### config.mk
export PLATFORM = sky130hd
export DESIGN_NAME = multi_mole_timer
export DESIGN_NICKNAME = d
export VERILOG_FILES = /design/src/rtl/mole_timer_pkg.sv /design/src/rtl/mole_chan_timer.sv /design/src/rtl/multi_mole_timer.sv
export SDC_FILE = /design/constraint.sdc
export NUM_CORES = 1
export LEC_CHECK = 0
export BUFFER_PORTS_ARGS = -buffer_cell sky130_fd_sc_hd__buf_2
export CAP_MARGIN = 15
export CORE_MARGIN = 2
export CORE_UTILIZATION = 45
export DETAILED_ROUTE_END_ITERATION = 7
export GPL_TIMING_DRIVEN = 0
export HOLD_SLACK_MARGIN = 0.1
export PLACE_DENSITY = 0.61
export SLEW_MARGIN = 5
export SYNTH_ARGS = -nofsm -noshare
export SYNTH_HDL_FRONTEND = slang
export SYNTH_SLANG_ARGS = --single-unit
export TNS_END_PERCENT = 10
### constraint.sdc
create_clock -name clk_game -period 8.2 [get_ports clk_game]
set_input_delay 1.23 -clock clk_game [delete_from_list [all_inputs] [get_ports clk_game]]
set_output_delay 1.23 -clock clk_game [all_outputs]
set_load 0.1 [all_outputs]
### src/rtl/mole_timer_pkg.sv
// Shared level codes and the level -> lifetime lookup for the mole timers.
package mole_timer_pkg;

    localparam logic [1:0] LVL_EASY   = 2'd0;
    localparam logic [1:0] LVL_MED    = 2'd1;
    localparam logic [1:0] LVL_HARD   = 2'd2;
    localparam logic [1:0] LVL_EXPERT = 2'd3;

    function automatic int unsigned level_ticks(
        input logic [1:0]  lvl,
        input int unsigned easy,
        input int unsigned med,
        input int unsigned hard,
        input int unsigned expert
    );
        case (lvl)
            LVL_EASY: return easy;
            LVL_MED:  return med;
            LVL_HARD: return hard;
            default:  return expert;
        endcase
    endfunction

endpackage

### src/rtl/mole_chan_timer.sv
// One mole channel: lifetime counter, latched limit, live flag and the hit/miss/timeout pulses.
module mole_chan_timer
    import mole_timer_pkg::*;
#(
    parameter int CNT_W = 8
) (
    input  logic             clk_game,
    input  logic             rst_n,
    input  logic             enable,
    input  logic             tick,
    input  logic             start,
    input  logic             hit,
    input  logic [CNT_W-1:0] lim_in,
    output logic             active,
    output logic             active_nxt,
    output logic             timeout_pulse,
    output logic             hit_pulse,
    output logic             miss_pulse
);

    logic [CNT_W-1:0] cnt, cnt_nxt;
    logic [CNT_W-1:0] lim, lim_nxt;
    logic [CNT_W-1:0] last_cnt;
    logic             to_nxt, hp_nxt, mp_nxt;

    always_comb begin
        cnt_nxt    = cnt;
        lim_nxt    = lim;
        active_nxt = active;
        to_nxt     = 1'b0;
        hp_nxt     = 1'b0;
        mp_nxt     = 1'b0;
        // lim is never 0 for a live mole, guard only keeps the subtraction well-defined
        last_cnt   = (lim == '0) ? '0 : lim - CNT_W'(1);
        if (!enable) begin
            cnt_nxt    = '0;
            active_nxt = 1'b0;
        end else if (start) begin
            cnt_nxt    = '0;
            lim_nxt    = lim_in;
            active_nxt = 1'b1;
        end else if (hit) begin
            if (active) begin
                active_nxt = 1'b0;
                cnt_nxt    = '0;
                hp_nxt     = 1'b1;
            end else begin
                mp_nxt = 1'b1;
            end
        end else if (active && tick) begin
            if (cnt >= last_cnt) begin
                active_nxt = 1'b0;
                cnt_nxt    = '0;
                to_nxt     = 1'b1;
            end else begin
                cnt_nxt = cnt + CNT_W'(1);
            end
        end
    end

    always_ff @(posedge clk_game) begin
        if (!rst_n) begin
            cnt           <= '0;
            lim           <= '0;
            active        <= 1'b0;
            timeout_pulse <= 1'b0;
            hit_pulse     <= 1'b0;
            miss_pulse    <= 1'b0;
        end else begin
            cnt           <= cnt_nxt;
            lim           <= lim_nxt;
            active        <= active_nxt;
            timeout_pulse <= to_nxt;
            hit_pulse     <= hp_nxt;
            miss_pulse    <= mp_nxt;
        end
    end

endmodule

### src/rtl/multi_mole_timer.sv
// N_MOLES independent mole lifetime timers sharing one level-derived limit and an active popcount.
// Optional hit-driven speedup of new moles: define MOLE_TIMER_SPEEDUP_EN.
module multi_mole_timer
    import mole_timer_pkg::*;
#(
    parameter int N_MOLES          = 8,
    parameter int CNT_W            = 8,
    parameter int LED_TICKS_EASY   = 10,
    parameter int LED_TICKS_MED    = 7,
    parameter int LED_TICKS_HARD   = 4,
    parameter int LED_TICKS_EXPERT = 2
`ifdef MOLE_TIMER_SPEEDUP_EN
    ,
    parameter int SPEEDUP_STEP     = 5,
    parameter int MIN_TICKS        = 1
`endif
) (
    input  logic                         clk_game,
    input  logic                         rst_n,
    input  logic                         enable,
    input  logic                         tick,
    input  logic [1:0]                   level,
    input  logic [N_MOLES-1:0]           start,
    input  logic [N_MOLES-1:0]           hit,
    output logic [N_MOLES-1:0]           active,
    output logic [N_MOLES-1:0]           timeout_pulse,
    output logic [N_MOLES-1:0]           hit_pulse,
    output logic [N_MOLES-1:0]           miss_pulse,
    output logic [$clog2(N_MOLES+1)-1:0] n_active
);

    localparam int NA_W = $clog2(N_MOLES + 1);

    function automatic logic [NA_W-1:0] popcount(input logic [N_MOLES-1:0] v);
        logic [NA_W-1:0] c;
        c = '0;
        for (int i = 0; i < N_MOLES; i++) c = c + NA_W'(v[i]);
        return c;
    endfunction

    logic [CNT_W-1:0]   base_lim;
    logic [CNT_W-1:0]   eff_raw;
    logic [CNT_W-1:0]   chan_lim;
    logic [N_MOLES-1:0] active_nxt;

    always_comb base_lim = CNT_W'(level_ticks(level, LED_TICKS_EASY, LED_TICKS_MED,
                                              LED_TICKS_HARD, LED_TICKS_EXPERT));

`ifdef MOLE_TIMER_SPEEDUP_EN
    localparam int HACC_W = $clog2(SPEEDUP_STEP + N_MOLES + 1);

    logic [CNT_W-1:0]  offset;
    logic [HACC_W-1:0] hit_acc;
    logic [HACC_W-1:0] acc_sum;
    logic [CNT_W:0]    off_sum;
    logic [CNT_W-1:0]  diff;

    // Registered hit pulses feed the counter, so a new offset is seen by starts one cycle later
    always_comb begin
        acc_sum = hit_acc + HACC_W'(popcount(hit_pulse));
        off_sum = {1'b0, offset} + (CNT_W+1)'(acc_sum / HACC_W'(SPEEDUP_STEP));
    end

    always_ff @(posedge clk_game) begin
        if (!rst_n || !enable) begin
            offset  <= '0;
            hit_acc <= '0;
        end else begin
            hit_acc <= acc_sum % HACC_W'(SPEEDUP_STEP);
            offset  <= off_sum[CNT_W] ? '1 : off_sum[CNT_W-1:0];
        end
    end

    always_comb begin
        diff = base_lim - offset;
        if (base_lim > offset && diff >= CNT_W'(MIN_TICKS)) eff_raw = diff;
        else                                                 eff_raw = CNT_W'(MIN_TICKS);
    end
`else
    always_comb eff_raw = base_lim;
`endif

    always_comb chan_lim = (eff_raw == '0) ? CNT_W'(1) : eff_raw;

    for (genvar g = 0; g < N_MOLES; g++) begin : g_chan
        mole_chan_timer #(
            .CNT_W (CNT_W)
        ) u_chan (
            .clk_game      (clk_game),
            .rst_n         (rst_n),
            .enable        (enable),
            .tick          (tick),
            .start         (start[g]),
            .hit           (hit[g]),
            .lim_in        (chan_lim),
            .active        (active[g]),
            .active_nxt    (active_nxt[g]),
            .timeout_pulse (timeout_pulse[g]),
            .hit_pulse     (hit_pulse[g]),
            .miss_pulse    (miss_pulse[g])
        );
    end

    always_ff @(posedge clk_game) begin
        if (!rst_n) n_active <= '0;
        else        n_active <= popcount(active_nxt);
    end

endmodule

==> results.md, run 1 <==
- Leak: 3.85 nW
- Drt drc: 0
- Hold path startpoint: g_chan[3].u_chan.active
- Cell chain of the critical path: nor3_1 -> ha_1 -> nand2b_1 -> ha_1 -> nor2_1 -> nor3_1 -> a21oi_1 -> o21ai_0 -> a21boi_0 -> fa_1 -> inv_1 -> fa_1 -> inv_1 -> fa_1 -> ha_1 -> inv_1 -> fa_1 -> xnor2_1 -> and2_1
- Final GP Congestion: ~0.86
- Post-synth EDFFs: 0
- Most frequent CP cell: fa_1
- Final #Nets: 1205
- WS Path Type: reg -> reg
- Root buffer selected by CTS: clkbuf_16
- Post-CTS sizing: 0
- Setup violations, final: 0
- Post-CTS Hold Buffers: 0
- First-pass DRT Iterations: 5
- Number of H-tree levels: 4
- Post-synthesis sequential area ratio: about a third
- Max-slew headroom: 50.0%
- DRT Wirelength: 19000 µm
- Core Region: 17800 µm²
- Io pins: 58
- Synth Flop Type: dfxtp_1
- Setup TNS: 0 ns
- Final Max Slew Viols: 0
- Final Hold Viols: 0
- Mapped Cells: roughly 1000
- Congestion Overflow GR: 0
- Final Critical Period: 4.87 ns
- DIE AREA: 19000 µm²
- Max Fclk: 205 MHz
- Via density: 5.28
- Die Wd: 138 µm
- Avg WL per Cell: 14.2 µm
- Crit path largest cell delay: 0.56 ns
- Area Overhead vs Synth: 14.7%
- Via count: 7059
- RSZ-0062 raised after global routing: no
- Unique masters post-synth: 60
- Clk Latency, worst-skew pair: 0.42 ns
- CTS buffer count: 17
- Post-CTS setup buffers: 0
- CP Data Required Time: 8.52 ns
- Critical Path AT: 5.18 ns
- Mean Syn Cell Area: 8.07 µm²
- Hold WS: 0.488 ns
- Yosys reg bits: 132
- Async S/R FF share, synth: 0%
- Starting Density: 45.5%
- Worst reg2reg endpoint: n_active[2]
- Pwr dens: 177 nW/µm²
- Dpl hpwl: 13600 µm
- Slowest cell on the critical path: fa_1
- Layout cells sized above 1: 12.5%
- Clock tree from TritonCTS: yes
- Final period util: 59.4%
- Fin cells: roughly 1300
- Reg2reg path depth: 19
- Max-cap violations: 0
- Number of port buffers: between 40 and 50
- Worst Skew: 0.00985 ns
- Clock Path Buffers: 2
- Critical Path Start: g_chan[0].u_chan.lim[0]
- First-pass GRT wire length: 32000 µm
- Crit Path Max Fanout: 6
- All-layer global routing usage: 20.3%
- Routed Antenna Nets: 0
- Vias in the first global route: 6581
- WHS Path Cells: 1
- Worst r2r src: g_chan[0].u_chan.lim[0]
- Setup crit end kind: register
- CTS sink count: approximately 130
- Initial DRC count: between 300 and 400
- Reg clk slew, reported paths: ~0.060 ns
- Startpoint types: register
- Synth warn: 0
- Antenna violations before repair: 1
- Least-Margin Pin Slew: 0.750 ns
- Worst VDD drop: 0.176 mV
- Reg2reg setup slack: 3.33 ns
- Largest net degree at the start of global routing: 17
- Status: complete, no violations
- Die Y-Extent: 138 µm
- Row cnt: 49
- Post-Syn Area: 8080 µm²
- Hold path endpoint: g_chan[3].u_chan.miss_pulse
- Hold/Removal Path Class: reg -> reg
- Post-Place Cells: roughly 1300
flip-flops by register name (all words and copies together) (netlist names):
signal                       cells
g_chan.u_chan.hit_pulse          8
g_chan.u_chan.cnt               64
n_active                         4
g_chan.u_chan.timeout_pulse      8
g_chan.u_chan.active             8
g_chan.u_chan.lim               32
g_chan.u_chan.miss_pulse         8
routing by layer:
metal / track usage, % / vias up / wire length [µm]
met3: 4.23 / 25 / 838
met4: 7.14 / 0 / 386
met5: 0 / - / 0
met1: 27.5 / 3212 / 9280
met2: 32.4 / 129 / 8510
li1: - / 3693 / -
area by class of cell:
cell class                 count  area (µm²)
timing repair buffer          49         245
clock buffer                  23         488
inverter                      38         143
multi-input combinational    792        5000
sequential                   132        2640
antenna                        1        2.50
buffer                        63         379
tap                          229         287
clock inverter                 9        77.6
fill                        1725        8510
logic make-up after synthesis:
family,share of synthesized area (%)
other,0.0464
muxes,0.867
xor gates and xnor gates,2.49
AOI/OAI and AO/OA,16.4
DFF,32.7
and+or+nand+nor,26.8
buffers and inverters,6.45
adders and majority gates,14.3
layout by cell type, fill, tap and decap left out, drive strengths merged, types with 17 or more instances in the layout:
master,netlist,layout
a211oi,17,17
nand3,69,69
nand4,19,19
nand2,137,137
conb,1,24
a21oi,44,44
a31oi,19,19
xor2,19,19
and2,20,20
inv,38,38
ha,86,86
dfxtp,132,132
nor3,42,42
buf,45,94
nor2,95,95
clkbuf,18,41
o21ai,35,35
a21boi,29,29
stage by stage:
step | total power, mW | instance area, µm² | util [%] | setup slack (ns)
final | 1.64 | 9270 | 52.1 | 3.33
after global routing | 1.72 | 9270 | 52.1 | 2.95
after CTS | 1.66 | 9270 | 52.1 | 3.31
after detailed placement | 0.922 | 8700 | 48.9 | 3.08
after global placement | 0.920 | 8700 | 48.9 | 3.08
after floorplan | 0.864 | 8170 | - | 3.73
where the power goes:
part / leakage (nW) / internal [mW] / switching (mW)
combinational: 2.51 / 0.0755 / 0.164
sequential: 1.07 / 0.655 / 0.0142
clock: 0.275 / 0.446 / 0.286
critical path: cells and delay by family, from the launching register on:
kind,cells,cell delay (ns)
adders and majority gates,7,2.62
and+or+nand+nor,5,0.84
AOI/OAI and AO/OA,3,0.63
DFF,1,0.36
buffers and inverters,3,0.18
xor gates and xnor gates,1,0.13
synthesized netlist by cell type (3+ instances only):
cell,count,area (µm²)
a211oi_2,3,37.5
a21oi_1,44,220
o21a_1,8,60.1
and3_1,15,93.8
o21ai_0,33,165
xor2_1,19,166
nand4_1,19,119
a21boi_0,29,218
xnor2_1,4,35.0
or2_2,6,37.5
a32oi_1,5,43.8
nand4b_1,6,52.6
fa_1,4,80.1
a31oi_1,19,119
nand3_1,69,345
a311oi_1,4,35.0
o211ai_1,13,97.6
a21o_1,3,22.5
dfxtp_1,132,2640
and2_1,20,125
nand2_1,137,514
and4_1,3,26.3
ha_1,86,1080
buf_4,33,248
buf_2,9,45.0
nor2b_1,15,93.8
nand2b_1,10,62.6
inv_1,37,139
nor3_1,42,210
nor3b_1,5,37.5
clkbuf_1,18,67.6
mux2i_1,7,70.1
nor2_1,94,353
nor4_1,4,25.0
a211oi_1,13,97.6
how the worst max path moves through the flow:
stage	endpoint	slack [ns]	cells after the start
6_report	n_active[2]	3.33	19
5_1_grt	n_active[2]	2.95	19
4_1_cts	n_active[2]	3.31	19
3_5_place_dp	n_active[2]	3.08	14
3_3_place_gp	n_active[2]	3.08	14
2_1_floorplan	n_active[2]	3.73	19
Power figures use the tool's default switching activity.
==> run 2, diff against run 1 <==
--- a/config.mk
+++ b/config.mk
@@ -5,6 +5,7 @@
 export SDC_FILE = /design/constraint.sdc
 export NUM_CORES = 1
 export LEC_CHECK = 0
+export ABC_AREA = 1
 export BUFFER_PORTS_ARGS = -buffer_cell sky130_fd_sc_hd__buf_2
 export CAP_MARGIN = 15
 export CORE_MARGIN = 2
@@ -12,7 +13,7 @@
 export DETAILED_ROUTE_END_ITERATION = 7
 export GPL_TIMING_DRIVEN = 0
 export HOLD_SLACK_MARGIN = 0.1
-export PLACE_DENSITY = 0.61
+export PLACE_DENSITY = 0.64
 export SLEW_MARGIN = 5
 export SYNTH_ARGS = -nofsm -noshare
 export SYNTH_HDL_FRONTEND = slang
==> constraint.sdc (replaced) <==
create_clock -name clk_game -period 4.37 [get_ports clk_game]
set_input_delay 0.6555 -clock clk_game [delete_from_list [all_inputs] [get_ports clk_game]]
set_output_delay 0.6555 -clock clk_game [all_outputs]
set_load 0.1 [all_outputs]
==> run 2 against run 1 <==
The flow now finishes with violations (setup timing). Via count is 2.1% higher. Die area is 0.80% higher. Register-to-register slack worse by 3.4 ns. Non-clock buffer count is 10 lower. Worst setup slack worse by 3.4 ns. Combinational power is 140% higher. Clock power is 100% higher. Sequential share of layout area is 1.0 points lower. Routed wire length is 8.5% lower. Largest cell class unchanged. Largest power group unchanged.
==> results.md, run 2 <==
- Final Critical Period: 4.48 ns (-0.389 ns)
- Final Max Slew Viols: 0 (unchanged)
- Final period util: 102% (+43 points)
- Hold/Removal Path Class: in -> reg
- Critical Path AT: 4.77 ns (-0.41 ns)
- Startpoint types: register
- Number of port buffers: 55 (+12%)
- Most frequent cells in the layout: nand2_1 (204), nor2_1 (199), inv_1 (148)
- CP Data Required Time: 4.66 ns (-3.86 ns)
- Worst setup margin: -0.108 ns (-3.44 ns)
- Clock Path Buffers: 2 (unchanged)
- Post-synthesis sequential area ratio: 32.4% (-0.27 points)
- Largest register by flop count: g_chan.u_chan.cnt
- Commonest non-fill, non-tap cell in the layout: nand2_1
- Async S/R FF share, synth: 0% (unchanged)
- Final GP Congestion: 0.803 (-6.7%)
- Drt drc: 0 (unchanged)
- Most common cell in the netlist: nand2_1
- Die Y-Extent: 139 µm (+0.40%)
- Final #Nets: 1377 (+14%)
- Top post-synthesis cells by count: nand2_1 (219), nor2_1 (205), inv_1 (155)
- Max Fclk: 223 MHz (+8.7%)
- Max-cap violations: 0 (unchanged)
- Max reg flops: 64 (unchanged)
- Filler cell count in the final layout: 1767 (+2.4%)
- Reg clk slew, reported paths: 0.06 ns (about the same)
- ANT cells: 0 (-1)
- RSZ-0062 raised after global routing: yes
- Leak: 4.62 nW (+20%)
- Post-synth top area share: 32.4% (-0.27 points)
- Failing checks: setup timing
- Die Wd: 139 µm (+0.40%)
- Row cnt: 49 (unchanged)
- Mean Syn Cell Area: 7.03 µm² (-13%)
- Vias in the first global route: 6553 (-0.43%)
- Reg2reg setup slack: -0.11 ns (-3.44 ns)
- Core Region: 17800 µm² (+0.34%)
- Largest registers: g_chan.u_chan.cnt x64, g_chan.u_chan.lim x32
- Root buffer selected by CTS: clkbuf_16
- Number of H-tree levels: 4 (unchanged)
- Least-Margin Pin Slew: 0.520 ns (-0.231 ns)
- Setup violations, final: 2 (+2)
- WHS Path Cells: 2 (+1)
- WS Path Type: reg -> reg
- Pwr dens: 343 nW/µm² (+94%)
- Worst Skew: 0.00918 ns (-0.000663 ns)
- Hold path endpoint: g_chan[5].u_chan.timeout_pulse
- Multi-input logic area: 4860 µm² (-2.9%)
- Yosys reg bits: 132 (unchanged)
- Worst r2r src: g_chan[0].u_chan.lim[1]
- Hold path startpoint: hit[5]
- Tot Pwr: 3.31 mW (+100%)
- Worst reg2reg endpoint: n_active[1]
- Post-Place Cells: 1467 (+13%)
- Crit Path Max Fanout: 3 (-3)
- Clk Latency, worst-skew pair: 0.42 ns (about the same)
- DRT Wirelength: 17400 µm (-8.5%)
- Dpl hpwl: 12900 µm (-5.1%)
- Congestion Overflow GR: 0 (unchanged)
- Largest net degree at the start of global routing: 17 (unchanged)
- Reg area: 2650 µm² (+0.43%)
- Reg2reg path depth: 24 (+5)
- Synth Flop Type: dfxtp_1
- Area Overhead vs Synth: 18.4%
- Io pins: 58 (unchanged)
- First-pass DRT Iterations: 5 (unchanged)
- Layout cells sized above 1: 16.5% (+4.0 points)
- CTS buffer count: 17 (unchanged)
- Antenna violations before repair: 0 (-1)
- Worst VDD drop: 0.293 mV (+67%)
- Post-Syn Area: 8150 µm² (+0.82%)
- Leading area contributor after synthesis: dfxtp_1
- Mapped Cells: 1160 (+16%)
- CTS sink count: 132 (unchanged)
- Max-slew headroom: 65.4% (+15 points)
- Top post-synthesis cells by area: dfxtp_1 (32%), ha_1 (13%), nand2_1 (10%), nor2_1 (9.4%), inv_1 (7.1%)
- Synth warn: 0 (unchanged)
- Via density: 4.78 (-9.5%)
- Via count: 7210 (+2.1%)
- First-pass GRT wire length: 29600 µm (-7.5%)
- DIE AREA: 19200 µm² (+0.80%)
- Routed Antenna Nets: 0 (unchanged)
- Post-CTS Hold Buffers: 0 (unchanged)
- Initial DRC count: 266 (-30%)
- Final Hold Viols: 0 (unchanged)
- Unique masters post-synth: 38 (-37%)
- Fin cells: 1507 (+13%)
- Setup crit end kind: register
- All-layer global routing usage: 18.5% (-1.8 points)
- Starting Density: 45.7% (+0.22 points)
- Clock tree from TritonCTS: yes
- Status: finished with violations
- Post-synth EDFFs: 0 (unchanged)
- Avg WL per Cell: 11.5 µm (-19%)
## run 2: cell count changes after synthesis, sizes merged, moves of 14 or more
cell / previous run / this run
and2: 20 / 0
nor2b: 15 / 0
inv: 38 / 164
nand3: 69 / 43
nor3: 42 / 28
clkbuf: 18 / 3
a21boi: 29 / 0
a21oi: 44 / 83
o21ai: 35 / 62
a31oi: 19 / 0
a211oi: 17 / 0
nand2: 137 / 228
nor2: 95 / 211
## run 2: cell families (layout without fill, tap and decap cells)
family	after synthesis	in the layout	share of synthesized area (%)
fa+ha+maj	90	90	14.2
xor+xnor	30	30	3.22
buf+inv	204	299	11.0
flops	132	132	32.4
simple gates	548	548	29.3
other cells	1	24	0.0460
compound gates	155	155	9.83
## run 2: critical path, stage by stage, from the launching register on
cell and delay (ns):
dfxtp_2 0.34, nor2_4 0.12, inv_2 0.06, nor2_4 0.12, ha_4 0.20, or2_4 0.24, ha_4 0.27, nand2_2 0.05
inv_2 0.05, nand3_2 0.07, nand3_2 0.10, nand2_2 0.06, nand2_2 0.08, nand2_4 0.06, nand2_4 0.07, nand2_4 0.06
fa_1 0.52, inv_2 0.04, fa_1 0.51, inv_2 0.04, fa_1 0.50, ha_2 0.19, inv_2 0.04, fa_2 0.52
nor2_2 0.04
## run 2: final cells by class
type / instances / area share, %
multi-input combinational: 847 / 50.4
clock buffer: 23 / 5.06
buffer: 39 / 2.85
tap: 229 / 2.97
timing repair buffer: 63 / 3.48
inverter: 165 / 6.45
sequential: 132 / 27.5
clock inverter: 9 / 1.30
## run 2: power breakdown
part           total [mW]  internal [mW]  switching (mW)
combinational       0.576          0.189           0.387
sequential           1.27           1.24          0.0283
clock                1.47          0.954           0.516
total                3.31           2.38           0.932
## run 2: routing by layer
metal | part of all wire [%] | GRT usage, %
met5 | 0 | 0
met4 | 1.1 | 5.21
met2 | 47 | 30.8
met3 | 3.2 | 3.94
met1 | 49 | 24.4
## run 2: repair_timing
action | CTS | global route
pin swaps | 8 | 19
buffers inserted | 4 | 4
hold endpoints to repair | 0 | 0
setup endpoints to repair | 2 | 2
gates resized for setup | 19 | 28
## run 2: how the worst max path moves through the flow
| stage | from | endpoint |
|---|---|---|
| 2_1_floorplan | g_chan[0].u_chan.lim[1] | n_active[1] |
| 3_3_place_gp | g_chan[0].u_chan.lim[1] | n_active[1] |
| 3_5_place_dp | g_chan[0].u_chan.lim[1] | n_active[1] |
| 4_1_cts | g_chan[0].u_chan.lim[0] | n_active[1] |
| 5_1_grt | g_chan[0].u_chan.lim[1] | n_active[2] |
| 6_report | g_chan[0].u_chan.lim[1] | n_active[1] |
## run 2: metrics by stage
step	hold WS [ns]	setup TNS, ns	util [%]	instance area, µm²	setup slack, ns
floorplan	0.447	0	-	8260	0.0501
global placement	0.468	-0.537	49.4	8820	-0.287
detailed placement	0.476	-0.627	49.4	8820	-0.318
CTS	0.424	-0.197	53.3	9510	-0.103
global route	0.433	-0.562	54.1	9650	-0.283
finish	0.438	-0.176	54.1	9650	-0.108
